`src/rtl/rr_arbiter8.sv`:
```
// Eight-way round-robin arbiter with a bounded grant hold time.
// One dead cycle separates every release from the next grant.
module rr_arbiter8 #(
    parameter int unsigned MAX_HOLD = 16
) (
    input  logic       clk,
    input  logic       rst,
    input  logic       en,
    input  logic [7:0] req,
    output logic [7:0] gnt,
    output logic [2:0] gnt_id,
    output logic       gnt_valid,
    output logic       timeout
);

    typedef enum logic {
        IDLE,
        GRANT
    } state_e;

    state_e     state_q, state_d;
    logic [2:0] ptr_q, ptr_d;
    logic [7:0] hold_q, hold_d;
    logic [2:0] id_q, id_d;
    logic       valid_q, valid_d;
    logic       to_q, to_d;
    logic [7:0] gnt_q, gnt_d;

    logic [15:0] req_dbl;
    logic [7:0]  req_rot;
    logic [2:0]  pick_off;
    logic [2:0]  pick;

    // Rotate requests so that the pointer position lands on bit 0.
    always_comb begin
        req_dbl  = {req, req} >> ptr_q;
        req_rot  = req_dbl[7:0];
        pick_off = 3'd0;
        for (int i = 7; i >= 0; i--) begin
            if (req_rot[i]) begin
                pick_off = 3'(i);
            end
        end
        pick = ptr_q + pick_off;
    end

    always_comb begin
        state_d = state_q;
        ptr_d   = ptr_q;
        hold_d  = hold_q;
        id_d    = id_q;
        valid_d = valid_q;
        to_d    = 1'b0;
        unique case (state_q)
            IDLE: begin
                valid_d = 1'b0;
                hold_d  = 8'd0;
                if (en && (req != 8'd0)) begin
                    state_d = GRANT;
                    id_d    = pick;
                    valid_d = 1'b1;
                    hold_d  = 8'd1;
                end
            end
            GRANT: begin
                if (!req[id_q] || (hold_q == 8'(MAX_HOLD))) begin
                    state_d = IDLE;
                    valid_d = 1'b0;
                    hold_d  = 8'd0;
                    ptr_d   = id_q + 3'd1;
                    to_d    = req[id_q];
                end else if (hold_q != 8'hFF) begin
                    hold_d = hold_q + 8'd1;
                end
            end
        endcase
        gnt_d = valid_d ? (8'd1 << id_d) : 8'd0;
    end

    always_ff @(posedge clk) begin
        if (rst) begin
            state_q <= IDLE;
            ptr_q   <= 3'd0;
            hold_q  <= 8'd0;
            id_q    <= 3'd0;
            valid_q <= 1'b0;
            to_q    <= 1'b0;
            gnt_q   <= 8'd0;
        end else begin
            state_q <= state_d;
            ptr_q   <= ptr_d;
            hold_q  <= hold_d;
            id_q    <= id_d;
            valid_q <= valid_d;
            to_q    <= to_d;
            gnt_q   <= gnt_d;
        end
    end

    assign gnt       = gnt_q;
    assign gnt_id    = id_q;
    assign gnt_valid = valid_q;
    assign timeout   = to_q;

endmodule

```
`config.mk`:
```
export PLATFORM = sky130hd
export DESIGN_NAME = rr_arbiter8
export DESIGN_NICKNAME = d
export VERILOG_FILES = /design/src/rtl/rr_arbiter8.sv
export SDC_FILE = /design/constraint.sdc
export NUM_CORES = 1
export LEC_CHECK = 0
export CORE_MARGIN = 2
export CORE_UTILIZATION = 35
export DETAILED_ROUTE_END_ITERATION = 16
export GPL_ROUTABILITY_DRIVEN = 0
export PLACE_DENSITY = 0.54
export SLEW_MARGIN = 20
export SYNTH_ARGS = -nofsm -noshare
export SYNTH_HDL_FRONTEND = slang
export SYNTH_SLANG_ARGS = --single-unit
```
`constraint.sdc`:
```
create_clock -name clk -period 2.85 [get_ports clk]
set_input_delay 0.4275 -clock clk [delete_from_list [all_inputs] [get_ports clk]]
set_output_delay 0.4275 -clock clk [all_outputs]
set_load 0.02 [all_outputs]
```
==> metrics <==
Detail Placement HPWL 3390 um; total CTS buffers 3; Comb pwr share 0.380; fin worst setup slack -0.192 ns; Seq/Total Area, Yosys 0.266; final WL 4590 um; violated checks setup timing; count of cell types in the netlist 61; r2r setup slk -0.18 ns; Remaining DRCs 0; via/cell ratio 5.31; sequential power share 0.402; mapped cell area 1880 sq um; critical path fanouts, max 5; Hold Buf Count CTS 0; global-route wire length before repair 7760 um; Core Rows 26; leak pwr 0.000885 uW; largest net degree at the start of global routing 15; launching point of the worst reg2reg path ptr_q[0]; synthesized flop and latch total 25; Final Hold Viols 0; Syn Area/Cell 9.44 sq um; Initial Utilization 0.365; total power 962 uW; clk_skew 0.00294 ns; # Max-Cap Violations 0; initial antenna violation count 0; Die Width 77.3 um; complex-gate fraction of the synthesized area 0.225; R2R cell count 11; top cells by area, synth dfxtp_1 27%, mux4_2 7.2%, mux4_1 5.6%; Synth Warn # 0; Mapped Cells 199; status finished, violations left; Worst EP required 3.00 ns; n_diodes 0; WP data arrival 3.19 ns; internal power 646 uW; Power per Cell Area 386 nW/um^2; Worst setup SP type primary input; Hold Slack 0.580 ns; switching part of the total 0.329; Worst Setup End Kind flip-flop; post-place setup slack -0.699 ns; # setup viols final 9; Worst-path clk slew 0.09 ns; final max-slew violation count 0; Setup Crit Path Kind in -> reg; Core Box Area 5140 sq um; Layout area overhead 32.8%; Post-Synth Adder-Cell Area 0.0373; I/O Buffers 23; routed vias 1687; Routed Antenna Nets 0; Sw Pwr 316 uW; RSZ-0062 raised after global routing yes; top_reg_cell synth dfxtp_1; Bufs on Longest Clock Path 2; post-synthesis xor/xnor area fraction 0.0140; slew at the pin closest to its max-slew limit 0.648 ns; die height 77.3 um; CTS tree built; mean routed wirelength per cell 14.4 um; post-synth top area share 0.266; Final Net Count 265; I/O pin count 24; combinational family with the most area after synthesis simple AND/OR/NAND/NOR gates; syn nets 215; Post-synth EDFFs 0; vias in the first global route 1610; top cells by count, synth 25 x dfxtp_1, 21 x nor2_1, 15 x a21oi_1; die area 5970 sq um; part of the cycle the worst path needs 1.07; Detailed Route Iter0 Violations 54; worst skew pair latency 0.27 ns; Highest Clock Rate 329 MHz; Worst Hold Launch hold_q[0]; Post-Synth Simple-Gate Area 0.249; worst hold stages 2; Total GRT Usage 0.157; multiplexer share of the synthesized area 0.147; layout cells sized above 1 0.351; drt first pass iters 4; root buf cell clkbuf_8; Remaining Overflow, GRT 0; Sink Count 25; slew margin rel. 0.564; Async SR Flop Fraction 0; Hold/Removal Path Class reg -> reg; Clk pwr share 0.217; Yosys top cell by area dfxtp_1; Tmin final 3.04 ns; most frequent cell after synthesis dfxtp_1; H-tree depth 1; Peak VDD IR 0.000245 V; crit path from req[7]
==> sequential cells by signal (all words and copies together) (netlist names) <==
register	cells
gnt	8
hold_q	8
gnt_id	3
ptr_q	3
gnt_valid	1
state_q	1
timeout	1
==> cell usage in the layout, fill, tap and decap left out, drive strengths merged, types with 2 or more instances in the layout <==
master	synthesis	final
a21o	2	2
mux2	2	2
clkbuf	2	3
nor3	9	9
and2b	2	2
clkdlybuf4s50	0	15
nand2	10	10
or2	2	2
nor4b	2	2
a31oi	2	2
nor2	21	21
a211oi	12	12
a22oi	2	2
a21oi	17	17
ha	4	4
nand3b	5	5
buf	8	32
nand2b	2	2
o21ai	9	9
nand3	10	10
dfxtp	25	25
xor2	2	2
a221oi	2	2
inv	8	8
mux4	10	10
dlygate4sd2	0	8
nor2b	3	3
and3	4	4
nor3b	4	4
==> logic make-up (layout without fill, tap and decap cells) <==
kind of cell,after synthesis,after routing
adders and majority gates,5,5
and+or+nand+nor,80,80
AOI/OAI and AO/OA,55,55
DFF,25,25
buffers and inverters,18,67
xor gates and xnor gates,3,3
muxes,13,13
==> per-layer routing <==
metal,GRT usage,vias to the layer above,share of wire
met4,0.0214,0,0
met5,0,-,0
met3,0.0306,0,0.036
li1,-,853,-
met2,0.249,34,0.47
met1,0.227,800,0.49
==> metrics by stage <==
stage                     area (sq um)  cells  setup TNS, ns  utilization
final                             2490    318          -1.39        0.485
after floorplan                   1910    199         -0.528            -
after global placement            2360    311          -6.53        0.459
after CTS                         2460    317          -1.20        0.478
after detailed placement          2360    311          -6.41        0.459
after global routing              2490    318          -2.31        0.485
==> final timing paths <==
check | endpoint
min | hold_q[0]
max reg2reg | gnt[6]
max | gnt[6]
min reg2reg | hold_q[0]
==> area by class of cell <==
type | instances | area (sq um)
fillers | 527 | 2650
multi-input cells | 156 | 1360
flip-flops and latches | 25 | 505
repair buffers | 55 | 464
well taps | 70 | 87.6
clock buffers | 3 | 41.3
inverters | 8 | 30.0
clock inverters | 1 | 5.00
==> timing repair <==
action                                  4_1_cts  5_1_grt
endpoints found under the hold margin         0        0
resized for setup                            19        7
pin swaps                                     6        3
buffers inserted                              2        1
endpoints found under the setup margin       10       10
==> power groups by stage <==
stage | clock (uW) | sequential (uW) | combinational, uW
after floorplan | 0 | 398 | 228
after global placement | 0 | 397 | 340
after detailed placement | 0 | 397 | 340
after CTS | 217 | 388 | 353
after global routing | 239 | 391 | 397
final | 209 | 387 | 366
==> critical path, cell delays in order <==
cell and delay [ns]:
dlygate4sd2_1 0.29, mux4_2 0.51, a21o_1 0.18, a211oi_2 0.19, o21a_1 0.15, o221a_1 0.20, ha_2 0.18, inv_2 0.04
fa_2 0.36, and3_4 0.19, a221oi_4 0.37, a21oi_1 0.11
(Power assumes the default switching activity.)
